### src/rtl/alu_cmd_sequencer_pkg.sv
// Shared definitions for the ALU command sequencer: opcodes, FSM states, flag bit positions.
package alu_cmd_sequencer_pkg;

    localparam logic [2:0] OP_AND = 3'b000;
    localparam logic [2:0] OP_OR  = 3'b001;
    localparam logic [2:0] OP_XOR = 3'b010;
    localparam logic [2:0] OP_SL  = 3'b011;
    localparam logic [2:0] OP_SR  = 3'b100;

    localparam int FLAG_N = 3;
    localparam int FLAG_Z = 2;
    localparam int FLAG_C = 1;
    localparam int FLAG_V = 0;

    typedef enum logic [1:0] {
        ST_IDLE  = 2'd0,
        ST_ISSUE = 2'd1,
        ST_HOLD  = 2'd2
    } state_e;

    // Opcodes above shift-right have no defined operation.
    function automatic logic op_is_illegal(input logic [2:0] op);
        return op > OP_SR;
    endfunction

endpackage

### src/rtl/alu_cmd_sequencer_cmd_fifo.sv
// Command FIFO: DEPTH entries of WIDTH bits, wrap-bit pointers, combinational head read.
module cmd_fifo #(
    parameter int WIDTH = 19,
    parameter int DEPTH = 4
) (
    input  logic             clk,
    input  logic             rst_n,
    input  logic             push_i,
    input  logic [WIDTH-1:0] wdata_i,
    input  logic             pop_i,
    output logic [WIDTH-1:0] rdata_o,
    output logic             full_o,
    output logic             empty_o
);

    localparam int          AW      = $clog2(DEPTH);
    localparam logic [AW:0] PTR_ONE = (AW+1)'(1);

    logic [WIDTH-1:0] mem_q [DEPTH];
    logic [AW:0]      wr_ptr_q;
    logic [AW:0]      rd_ptr_q;
    logic             wr_en;
    logic             rd_en;

    assign empty_o = (wr_ptr_q == rd_ptr_q);
    assign full_o  = (wr_ptr_q[AW] != rd_ptr_q[AW]) &&
                     (wr_ptr_q[AW-1:0] == rd_ptr_q[AW-1:0]);
    assign rdata_o = mem_q[rd_ptr_q[AW-1:0]];
    assign wr_en   = push_i && !full_o;
    assign rd_en   = pop_i && !empty_o;

    // NOTE: sequential state uses non-blocking assignments so every register samples pre-edge values.
    always_ff @(posedge clk or negedge rst_n) begin
        if (!rst_n) begin
            wr_ptr_q <= '0;
            rd_ptr_q <= '0;
        end else begin
            if (wr_en) wr_ptr_q <= wr_ptr_q + PTR_ONE;
            if (rd_en) rd_ptr_q <= rd_ptr_q + PTR_ONE;
        end
    end

    // NOTE: storage is deliberately not reset; the pointers alone decide which entries are valid.
    always_ff @(posedge clk) begin
        if (wr_en) mem_q[wr_ptr_q[AW-1:0]] <= wdata_i;
    end

endmodule

### src/rtl/alu_cmd_sequencer.sv
// Queues ALU commands, drives an external logical unit one command at a time and holds each result.
module alu_cmd_sequencer
    import alu_cmd_sequencer_pkg::*;
#(
    parameter int NBIT  = 8,
    parameter int DEPTH = 4
) (
    input  logic            clk,
    input  logic            rst_n,
    input  logic            cmd_valid,
    output logic            cmd_ready,
    input  logic [NBIT-1:0] cmd_a,
    input  logic [NBIT-1:0] cmd_b,
    input  logic [2:0]      cmd_op,
    output logic [NBIT-1:0] alu_a,
    output logic [NBIT-1:0] alu_b,
    output logic [2:0]      alu_op,
    input  logic [NBIT-1:0] alu_result,
    input  logic            alu_n,
    input  logic            alu_z,
    input  logic            alu_c,
    input  logic            alu_v,
    output logic            res_valid,
    input  logic            res_ready,
    output logic [NBIT-1:0] res_data,
    output logic [3:0]      res_flags,
    output logic            res_err,
    output logic [3:0]      flags_sticky,
    input  logic            flags_clr
);

    localparam int CW = 2*NBIT + 3;

    state_e          state_q, state_d;
    logic [NBIT-1:0] alu_a_q, alu_b_q;
    logic [2:0]      alu_op_q;
    logic [NBIT-1:0] res_data_q;
    logic [3:0]      res_flags_q;
    logic            res_err_q;
    logic [3:0]      flags_sticky_q;

    logic            fifo_full, fifo_empty, fifo_push, fifo_pop, capture;
    logic [CW-1:0]   fifo_rdata;
    logic [3:0]      alu_flags;

    assign fifo_push = cmd_valid && !fifo_full;

    cmd_fifo #(.WIDTH(CW), .DEPTH(DEPTH)) u_cmd_fifo (
        .clk     (clk),
        .rst_n   (rst_n),
        .push_i  (fifo_push),
        .wdata_i ({cmd_op, cmd_a, cmd_b}),
        .pop_i   (fifo_pop),
        .rdata_o (fifo_rdata),
        .full_o  (fifo_full),
        .empty_o (fifo_empty)
    );

    always_comb begin
        alu_flags         = '0;
        alu_flags[FLAG_N] = alu_n;
        alu_flags[FLAG_Z] = alu_z;
        alu_flags[FLAG_C] = alu_c;
        alu_flags[FLAG_V] = alu_v;
    end

    // NOTE: every output of this block gets a default first, so no path can infer a latch.
    always_comb begin
        state_d  = state_q;
        fifo_pop = 1'b0;
        capture  = 1'b0;
        unique case (state_q)
            ST_IDLE: begin
                if (!fifo_empty) begin
                    fifo_pop = 1'b1;
                    state_d  = ST_ISSUE;
                end
            end
            ST_ISSUE: begin
                capture = 1'b1;
                state_d = ST_HOLD;
            end
            ST_HOLD: begin
                if (res_ready) begin
                    fifo_pop = !fifo_empty;
                    state_d  = fifo_empty ? ST_IDLE : ST_ISSUE;
                end
            end
            default: state_d = ST_IDLE;
        endcase
    end

    always_ff @(posedge clk or negedge rst_n) begin
        if (!rst_n) begin
            state_q        <= ST_IDLE;
            alu_a_q        <= '0;
            alu_b_q        <= '0;
            alu_op_q       <= OP_AND;
            res_data_q     <= '0;
            res_flags_q    <= '0;
            res_err_q      <= 1'b0;
            flags_sticky_q <= '0;
        end else begin
            state_q <= state_d;
            if (fifo_pop) {alu_op_q, alu_a_q, alu_b_q} <= fifo_rdata;
            if (capture) begin
                res_data_q  <= alu_result;
                res_flags_q <= alu_flags;
                res_err_q   <= op_is_illegal(alu_op_q);
            end
            // A clear coinciding with a capture keeps only the fresh flags.
            if (flags_clr)    flags_sticky_q <= capture ? alu_flags : 4'b0000;
            else if (capture) flags_sticky_q <= flags_sticky_q | alu_flags;
        end
    end

    assign cmd_ready    = !fifo_full;
    assign alu_a        = alu_a_q;
    assign alu_b        = alu_b_q;
    assign alu_op       = alu_op_q;
    assign res_valid    = (state_q == ST_HOLD);
    assign res_data     = res_data_q;
    assign res_flags    = res_flags_q;
    assign res_err      = res_err_q;
    assign flags_sticky = flags_sticky_q;

endmodule

### config.mk
export PLATFORM = sky130hd
export DESIGN_NAME = alu_cmd_sequencer
export DESIGN_NICKNAME = d
export VERILOG_FILES = /design/src/rtl/alu_cmd_sequencer_pkg.sv /design/src/rtl/alu_cmd_sequencer_cmd_fifo.sv /design/src/rtl/alu_cmd_sequencer.sv
export SDC_FILE = /design/constraint.sdc
export NUM_CORES = 1
export LEC_CHECK = 0
export CAP_MARGIN = 40
export CORE_MARGIN = 1
export CORE_UTILIZATION = 52
export CTS_CLUSTER_DIAMETER = 120
export DETAILED_ROUTE_END_ITERATION = 16
export GPL_ROUTABILITY_DRIVEN = 0
export PLACE_DENSITY = 0.75
export SLEW_MARGIN = 30
export SYNTH_ARGS = -nofsm -noshare
export SYNTH_HDL_FRONTEND = slang
export SYNTH_SLANG_ARGS = --single-unit
### constraint.sdc
create_clock -name clk -period 2.5 [get_ports clk]
set_input_delay 0.5 -clock clk [delete_from_list [all_inputs] [get_ports clk]]
set_output_delay 0.5 -clock clk [all_outputs]
set_load 0.005 [all_outputs]
==> flow_metrics.tcl, run 1 <==
set metrics [dict create \
    status "finished clean" \
    cpLargestDelayFamily "buffers and inverters" \
    mappedNetlistArea_sq_um 4510 \
    worstSkewPairLatency_ns 0.51 \
    vias 2435 \
    post-dp-hpwl_um 5100 \
    power.share.combinational 0.333 \
    antennaDiodeCount 0 \
    design.die.area_sq_um 9060 \
    initial_core_util 0.544 \
    dominantRegCellSynth "sky130_fd_sc_hd__edfxtp_1" \
    finalCritPeriodShare 0.959 \
    criticalPathCategory "reg -> out" \
    drt_first_pass_iters 4 \
    max-clock-path-buffers 2 \
    cp_num_buf_inv 1 \
    die_x_um 95.2 \
    tritoncts "yes" \
    tightest_pin_transition_ns 0.562 \
    area_growth_syn_to_layout_pct 34.9 \
    final_worst_path_setup_slack_ns 0.102 \
    finalCriticalPeriod_ns 2.40 \
    average_via_count_per_standard_cell 5.32 \
    synth.largest_area_cell "sky130_fd_sc_hd__edfxtp_1" \
    dp_slack_ns 0.407 \
    power_report.internal_total_mw 6.01 \
    detail_route.wl_per_cell_um 18.0 \
    drv_slew 0 \
    irDropWorstVdd_mv 0.732 \
    synth_edf_count 76 \
    finalHoldViolCount 0 \
    drv_cap 0 \
    place.detailed.instances 422 \
    standard_cell_with_the_maximum_stage_delay_on_the_critical_path "sky130_fd_sc_hd__clkdlybuf4s50_1" \
    multi_input_area_sq_um 1080 \
    crit_arrival_ns 1.90 \
    max_slew_margin 0.625 \
    overflow 0 \
    synth.avg_cell_area_sq_um 18.6 \
    power_frac_seq 0.378 \
    finish.instance_area_sq_um 6090 \
    fin_worst_hold_slack_ns 0.474 \
    powerDensity_nw_per_um2 1360 \
    synth_seq_cells 120 \
    power.net_switching_mw 2.27 \
    detailed_place.area_sq_um 5440 \
    cp_cell_sequence "xnor2_2, nand3b_1, clkdlybuf4s50_1" \
    clock-sinks 120 \
    power.share.clock 0.288 \
    worst_setup_path_start_kind "register" \
    dr.first_iter.drc_count 111 \
    grt_antenna_before_repair 0 \
    critical_path.max_fanout 3 \
    timing.critical_path.slowest_cell_delay_ns 0.53 \
    detail-route-antenna-nets 0 \
    cp-end-kind "output port" \
    num_io_pins 74 \
    cts_inserted_buffers 17 \
    die_h_um 95.2 \
    synth.lib_cells_used.distinct 18 \
    totalWireLength_um 8260 \
    grt_util_all_layers 0.204 \
    ys_async_sr_fraction 0.367 \
    register_area_sq_um 3380 \
    grt_start_max_net_pins 26 \
    required_ns 2.00 \
    timing.final.setup_violations 0 \
    grt_setup_unrepaired "false" \
    power_leakage_nw 2.34 \
    total_power_mw 8.28 \
    post-synth-top-count-cell "sky130_fd_sc_hd__edfxtp_1" \
    htree_levels 4 \
    core_area_sq_um 8300 \
    clock_pin_slew_reported_for_the_worst_setup_and_hold_paths_after_clock_tree_synthesis_ns 0.05 \
    clock_skew_ns 0.00996 \
    final_cells 458 \
    io_buffers 73 \
    max_freq_mhz 417 \
    syn_nets 284 \
    timing.hold.worst.class "reg -> reg" \
    netlist_top_cells_area "sky130_fd_sc_hd__edfxtp_1 (51%), sky130_fd_sc_hd__dfrtp_1 (24%), sky130_fd_sc_hd__mux4_2 (9.5%), sky130_fd_sc_hd__mux2_2 (5.2%), sky130_fd_sc_hd__nand2_1 (3.2%)" \
    vias_in_the_first_global_route 2538 \
    tns_ns 0 \
    finish.net_count 381 \
    cell_at_the_root_of_the_clock_tree "sky130_fd_sc_hd__clkbuf_8" \
    netSwitchingFraction 0.274 \
    drive_gt1_frac 0.241 \
    synth.top_cell.area_share 0.506 \
    final_core_util 0.734 \
    grt_pass1_wl_um 12900 \
    nFillCells 522 \
    std_cell_rows 33 \
    synth.top_cells.by_count "sky130_fd_sc_hd__edfxtp_1 (76), sky130_fd_sc_hd__dfrtp_1 (44), sky130_fd_sc_hd__nand2_1 (39), sky130_fd_sc_hd__mux2_2 (21), sky130_fd_sc_hd__mux4_2 (19)" \
    yosysWarnings 0 \
    syn_inst 243 \
    synth_seq_area_share 0.750 \
    drc_errors 0 \
]
[repair_timing]
item / CTS / global route
resized for setup: 3 / 0
endpoints found under the hold margin: 19 / 0
buffers inserted: 0 / 2
hold buffers: 1 / 0
endpoints found under the setup margin: 1 / 1
[path summary, 6_finish.rpt]
kind	cells after the start	slack (ns)	startpoint	endpoint
max	3	0.10	u_cmd_fifo.wr_ptr_q[2]$_DFFE_PN0P_	cmd_ready
min	2	0.47	res_flags[2]$_DFFE_PN0P_	res_flags[2]$_DFFE_PN0P_
max reg2reg	6	0.48	u_cmd_fifo.wr_ptr_q[2]$_DFFE_PN0P_	u_cmd_fifo.mem_q[3][17]$_DFFE_PP_
min reg2reg	2	0.47	res_flags[2]$_DFFE_PN0P_	res_flags[2]$_DFFE_PN0P_
max in group asynchronous	3	1.30	rst_n	res_flags[1]$_DFFE_PN0P_
min in group asynchronous	2	0.49	rst_n	alu_b[1]$_DFFE_PN0P_
[power by group through the flow]
stage               Sequential, mW  Clock, mW  Combinational, mW
floorplan                     3.11          0               1.55
global placement              3.12          0               2.64
detailed placement            3.15          0               2.70
CTS                           3.14       2.41               2.76
global route                  3.20       2.50               3.02
finish                        3.13       2.38               2.76
[cells in the final DEF (no fill, tap or decap), types with 3 or more instances in the layout]
master / n
sky130_fd_sc_hd__clkinv_2: 4
sky130_fd_sc_hd__and3_1: 4
sky130_fd_sc_hd__xnor2_2: 3
sky130_fd_sc_hd__edfxtp_1: 76
sky130_fd_sc_hd__clkbuf_8: 3
sky130_fd_sc_hd__dfrtp_1: 44
sky130_fd_sc_hd__clkdlybuf4s50_1: 72
sky130_fd_sc_hd__ha_1: 5
sky130_fd_sc_hd__clkbuf_16: 18
sky130_fd_sc_hd__buf_4: 7
sky130_fd_sc_hd__mux4_2: 19
sky130_fd_sc_hd__nand2_1: 39
sky130_fd_sc_hd__inv_1: 6
sky130_fd_sc_hd__clkbuf_1: 4
sky130_fd_sc_hd__buf_12: 4
sky130_fd_sc_hd__nor2b_1: 3
sky130_fd_sc_hd__o21ai_0: 7
sky130_fd_sc_hd__mux2_2: 21
[flip-flops by register name (all words and copies together) (netlist names)]
signal / cells
u_cmd_fifo.mem_q: 76
alu_a: 8
alu_b: 8
res_data: 8
flags_sticky: 4
res_flags: 4
alu_op: 3
u_cmd_fifo.rd_ptr_q: 3
u_cmd_fifo.wr_ptr_q: 3
state_q: 2
res_err: 1
[worst min-delay path: stages, from the launching register on]
cell	delay (ns)
sky130_fd_sc_hd__dfrtp_1	0.34
sky130_fd_sc_hd__nand2_1	0.05
sky130_fd_sc_hd__nand2_1	0.05
[routing by layer]
layer | vias to the layer above | part of all wire | GRT usage
li1 | 1102 | - | -
met1 | 1228 | 0.41 | 0.242
met2 | 88 | 0.52 | 0.343
met3 | 17 | 0.062 | 0.0678
met4 | 0 | 0.015 | 0.0859
met5 | - | 0 | 0
[area by class of cell]
type,count,area share
multi-input cells,109,0.178
repair buffers,86,0.144
inverters,6,0.00370
clock buffers,25,0.0832
well taps,105,0.0216
flip-flops and latches,120,0.556
clock inverters,7,0.0142
[logic make-up after synthesis]
family / share of synthesized area
flip-flops: 0.750
AND/OR/NAND/NOR: 0.0466
multiplexers: 0.147
buffers and inverters: 0.0155
AO/OA/AOI/OAI: 0.0136
XOR/XNOR: 0.0136
adder cells (fa/ha/maj): 0.0139
Note: power is estimated with default switching activity, not from simulation.
==> run 2, diff against run 1 <==
--- a/config.mk
+++ b/config.mk
@@ -5,7 +5,6 @@
 export SDC_FILE = /design/constraint.sdc
 export NUM_CORES = 1
 export LEC_CHECK = 0
-export CAP_MARGIN = 40
 export CORE_MARGIN = 1
 export CORE_UTILIZATION = 52
 export CTS_CLUSTER_DIAMETER = 120
==> flow_metrics.tcl, run 2 (synthesized netlist as in run 1, its figures left out) <==
set metrics [dict create \
    status "finished clean" \
    finalCritPeriodShare 0.965 \
    final_worst_path_setup_slack_ns 0.0880 \
    nFillCells 524 \
    vias 2411 \
    drc_errors 0 \
    criticalPathCategory "reg -> out" \
    worst_setup_path_start_kind "register" \
    initial_core_util 0.544 \
    vias_in_the_first_global_route 2538 \
    power_leakage_nw 2.34 \
    io_buffers 73 \
    final_core_util 0.733 \
    grt_pass1_wl_um 12900 \
    num_io_pins 74 \
    cts_inserted_buffers 17 \
    core_area_sq_um 8300 \
    clock-sinks 120 \
    fin_worst_hold_slack_ns 0.474 \
    dp_slack_ns 0.407 \
    finalHoldViolCount 0 \
    clock_pin_slew_reported_for_the_worst_setup_and_hold_paths_after_clock_tree_synthesis_ns 0.05 \
    detail_route.wl_per_cell_um 18.0 \
    irDropWorstVdd_mv 0.729 \
    area_growth_syn_to_layout_pct 34.7 \
    detail-route-antenna-nets 0 \
    max_freq_mhz 415 \
    detailed_place.area_sq_um 5440 \
    drive_gt1_frac 0.239 \
    htree_levels 4 \
    die_x_um 95.2 \
    finalCriticalPeriod_ns 2.41 \
    design.die.area_sq_um 9060 \
    cp-end-kind "output port" \
    antennaDiodeCount 0 \
    powerDensity_nw_per_um2 1360 \
    average_via_count_per_standard_cell 5.28 \
    place.detailed.instances 422 \
    crit_arrival_ns 1.91 \
    drv_cap 0 \
    drt_first_pass_iters 4 \
    max_slew_margin 0.429 \
    dr.first_iter.drc_count 111 \
    grt_setup_unrepaired "false" \
    worstSkewPairLatency_ns 0.51 \
    finish.instance_area_sq_um 6080 \
    overflow 0 \
    tns_ns 0 \
    layout_commonest_cell "sky130_fd_sc_hd__edfxtp_1" \
    critical_path.max_fanout 3 \
    std_cell_rows 33 \
    required_ns 2.00 \
    timing.final.setup_violations 0 \
    grt_start_max_net_pins 26 \
    finish.net_count 380 \
    cell_at_the_root_of_the_clock_tree "sky130_fd_sc_hd__clkbuf_8" \
    post-dp-hpwl_um 5100 \
    tightest_pin_transition_ns 0.854 \
    grt_antenna_before_repair 0 \
    grt_util_all_layers 0.204 \
    timing.hold.worst.class "reg -> reg" \
    total_power_mw 8.27 \
    die_h_um 95.2 \
    mostFrequentLayoutCells "sky130_fd_sc_hd__edfxtp_1 (76), sky130_fd_sc_hd__clkdlybuf4s50_1 (72), sky130_fd_sc_hd__dfrtp_1 (44), sky130_fd_sc_hd__nand2_1 (39), sky130_fd_sc_hd__mux2_2 (21)" \
    drv_slew 0 \
    max-clock-path-buffers 2 \
    clock_skew_ns 0.0102 \
    tritoncts "yes" \
    final_cells 457 \
    totalWireLength_um 8230 \
    largest_register_ffs 76 \
]
-- run 2: timing repair --
action / 4_1_cts / 5_1_grt
resized for setup: 3 / 0
hold buffers: 1 / 0
endpoints found under the hold margin: 19 / 0
setup endpoints to repair: 1 / 1
buffers inserted: 0 / 2
-- run 2: layout make-up --
type | instances | area (sq um) | share of cell area
Tap cell | 105 | 131 | 0.0216
Multi-Input combinational cell | 109 | 1080 | 0.178
Clock inverter | 7 | 86.3 | 0.0142
Inverter | 6 | 22.5 | 0.00370
Clock buffer | 25 | 507 | 0.0833
Timing Repair Buffer | 85 | 868 | 0.143
Sequential cell | 120 | 3380 | 0.556
-- run 2: worst paths after layout --
kind	end	startpoint	slack, ns	cells after the start
setup / recovery	cmd_ready	u_cmd_fifo.wr_ptr_q[2]$_DFFE_PN0P_	0.09	3
hold / removal	res_flags[2]$_DFFE_PN0P_	res_flags[2]$_DFFE_PN0P_	0.47	2
setup reg to reg	u_cmd_fifo.mem_q[3][17]$_DFFE_PP_	u_cmd_fifo.wr_ptr_q[2]$_DFFE_PN0P_	0.46	6
hold reg to reg	res_flags[2]$_DFFE_PN0P_	res_flags[2]$_DFFE_PN0P_	0.47	2
max in group asynchronous	u_cmd_fifo.wr_ptr_q[0]$_DFFE_PN0P_	rst_n	1.30	3
min in group asynchronous	alu_b[1]$_DFFE_PN0P_	rst_n	0.49	2
-- run 2: metal layers --
layer / vias to the layer above / wire length, um / global-route usage
met2: 81 / 4280 / 0.343
met4: 0 / 104 / 0.0859
met3: 12 / 523 / 0.0678
met5: - / 0 / 0
met1: 1218 / 3320 / 0.242
li1: 1100 / - / -
-- run 2: power by group --
group	internal, mW	total, mW	leakage, nW	switching, mW
registers	2.81	3.13	1.23	0.322
clock network	1.58	2.39	0.296	0.802
logic	1.60	2.75	0.814	1.15
-- run 2: worst max-delay path, stage by stage (launching register included) --
cell and delay [ns]:
sky130_fd_sc_hd__dfrtp_1 0.42, sky130_fd_sc_hd__xnor2_2 0.25, sky130_fd_sc_hd__nand3b_1 0.21, sky130_fd_sc_hd__clkdlybuf4s50_1 0.54
==> run 3, diff against run 2 <==
--- a/config.mk
+++ b/config.mk
@@ -11,6 +11,7 @@
 export DETAILED_ROUTE_END_ITERATION = 16
 export GPL_ROUTABILITY_DRIVEN = 0
 export PLACE_DENSITY = 0.75
+export SETUP_SLACK_MARGIN = 0.4
 export SLEW_MARGIN = 30
 export SYNTH_ARGS = -nofsm -noshare
 export SYNTH_HDL_FRONTEND = slang
==> constraint.sdc (replaced) <==
create_clock -name clk -period 2.7 [get_ports clk]
set_input_delay 0.54 -clock clk [delete_from_list [all_inputs] [get_ports clk]]
set_output_delay 0.54 -clock clk [all_outputs]
set_load 0.005 [all_outputs]
==> flow_metrics.tcl, run 3 (synthesized netlist as in run 1, its figures left out) <==
set metrics [dict create \
    dr.first_iter.drc_count 85 \
    cell_at_the_root_of_the_clock_tree "sky130_fd_sc_hd__clkbuf_8" \
    cts_inserted_buffers 17 \
    power_report.internal_total_mw 5.80 \
    tns_ns 0 \
    irDropWorstVdd_mv 0.716 \
    worstReg2RegStart "u_cmd_fifo.wr_ptr_q[0]$_DFFE_PN0P_" \
    total_power_mw 7.99 \
    timing.hold.worst.class "in -> async" \
    initial_core_util 0.544 \
    vias 2468 \
    worstSkewPairLatency_ns 0.50 \
    finalCriticalPeriod_ns 2.13 \
    area_growth_syn_to_layout_pct 36.2 \
    timing.final.setup_violations 0 \
    cp-end-kind "output port" \
    max_freq_mhz 469 \
    final_cells 459 \
    power.share.combinational 0.331 \
    average_via_count_per_standard_cell 5.38 \
    htree_levels 4 \
    antennaDiodeCount 0 \
    die_x_um 95.2 \
    clock-sinks 120 \
    grt_antenna_before_repair 0 \
    tightest_pin_transition_ns 0.829 \
    final_core_util 0.741 \
    clock_skew_ns 0.00759 \
    worstRegToRegCells 5 \
    grt_pass1_wl_um 14000 \
    max-clock-path-buffers 2 \
    io_buffers 73 \
    crit_arrival_ns 1.59 \
    core_area_sq_um 8300 \
    drc_errors 0 \
    detail_route.wl_per_cell_um 19.3 \
    rrSetupSlack_ns 0.81 \
    criticalPathCategory "reg -> out" \
    finalCritPeriodShare 0.790 \
    drt_first_pass_iters 4 \
    std_cell_rows 33 \
    powerDensity_nw_per_um2 1300 \
    finish.instance_area_sq_um 6150 \
    multi_input_area_sq_um 1080 \
    largest_register_ffs 76 \
    finish.net_count 382 \
    design.die.area_sq_um 9060 \
    power.share.clock 0.305 \
    grt_start_max_net_pins 33 \
    worst_setup_path_start_kind "register" \
    final_worst_path_setup_slack_ns 0.567 \
    reg2reg_to "alu_op[1]$_DFFE_PN0P_" \
    grt_setup_unrepaired "false" \
    power_leakage_nw 2.36 \
    drv_slew 0 \
    cp_cell_sequence "nor2b_1, clkdlybuf4s50_1" \
    num_io_pins 74 \
    max_slew_margin 0.446 \
    mostFrequentLayoutCells "sky130_fd_sc_hd__edfxtp_1 (76), sky130_fd_sc_hd__clkdlybuf4s50_1 (71), sky130_fd_sc_hd__dfrtp_1 (43), sky130_fd_sc_hd__nand2_1 (39), sky130_fd_sc_hd__mux2_2 (21)" \
    detailed_place.area_sq_um 5440 \
    register_area_sq_um 3380 \
    clock_pin_slew_reported_for_the_worst_setup_and_hold_paths_after_clock_tree_synthesis_ns 0.06 \
    drive_gt1_frac 0.249 \
    power_frac_seq 0.365 \
    standard_cell_with_the_maximum_stage_delay_on_the_critical_path "sky130_fd_sc_hd__clkdlybuf4s50_1" \
    required_ns 2.16 \
    vias_in_the_first_global_route 2673 \
    drv_cap 0 \
    detail-route-antenna-nets 0 \
    totalWireLength_um 8840 \
    finalHoldViolCount 0 \
    tritoncts "yes" \
    timing.critical_path.slowest_cell_delay_ns 0.51 \
    status "finished clean" \
    post-dp-hpwl_um 5190 \
    place.detailed.instances 422 \
    dp_slack_ns 0.566 \
    netSwitchingFraction 0.275 \
    fin_worst_hold_slack_ns 0.469 \
    nFillCells 506 \
    die_h_um 95.2 \
    overflow 0 \
    critical_path.max_fanout 5 \
    layout_commonest_cell "sky130_fd_sc_hd__edfxtp_1" \
    power.net_switching_mw 2.19 \
    grt_util_all_layers 0.222 \
]
[run 3: layout make-up]
| type | instances | share of cell area |
|---|---|---|
| flip-flops and latches | 120 | 0.550 |
| multi-input cells | 109 | 0.176 |
| repair buffers | 87 | 0.143 |
| clock buffers | 17 | 0.0674 |
| clock inverters | 15 | 0.0376 |
| well taps | 105 | 0.0214 |
| inverters | 6 | 0.00366 |
[run 3: worst max-delay path: cells and delay by family, from the launching register on]
family | cells | cell delay (ns)
buffers and inverters | 1 | 0.51
AND/OR/NAND/NOR | 1 | 0.15
flip-flops | 1 | 0.44
[run 3: how the worst max path moves through the flow]
stage | from | end | depth (start not counted)
after CTS | state_q[0]$_DFFE_PN0P_ | res_valid | 2
after global routing | state_q[0]$_DFFE_PN0P_ | res_valid | 2
after global placement | res_ready | alu_a[2]$_DFFE_PN0P_ | 5
after detailed placement | res_ready | alu_a[6]$_DFFE_PN0P_ | 5
after floorplan | u_cmd_fifo.wr_ptr_q[2]$_DFFE_PN0P_ | u_cmd_fifo.mem_q[3][0]$_DFFE_PP_ | 3
final | state_q[0]$_DFFE_PN0P_ | res_valid | 2
[run 3: timing repair]
item	4_1_cts	5_1_grt
gates resized for setup	5	0
hold buffers	1	0
buffers inserted	4	0
setup endpoints to repair	1	0
endpoints found under the hold margin	12	0
[run 3: power groups by stage]
stage	Clock [mW]	Combinational [mW]	Sequential, mW
floorplan	0	1.43	2.88
global placement	0	2.44	2.88
detailed placement	0	2.51	2.91
CTS	2.46	2.67	2.92
global route	2.55	2.87	2.97
finish	2.43	2.64	2.91
[run 3: metal layers]
metal | track usage | up-vias | routed length (um)
li1 | - | 1110 | -
met1 | 0.252 | 1260 | 3430
met2 | 0.396 | 81 | 4800
met3 | 0.0622 | 17 | 452
met4 | 0.0871 | 0 | 161
met5 | 0 | - | 0
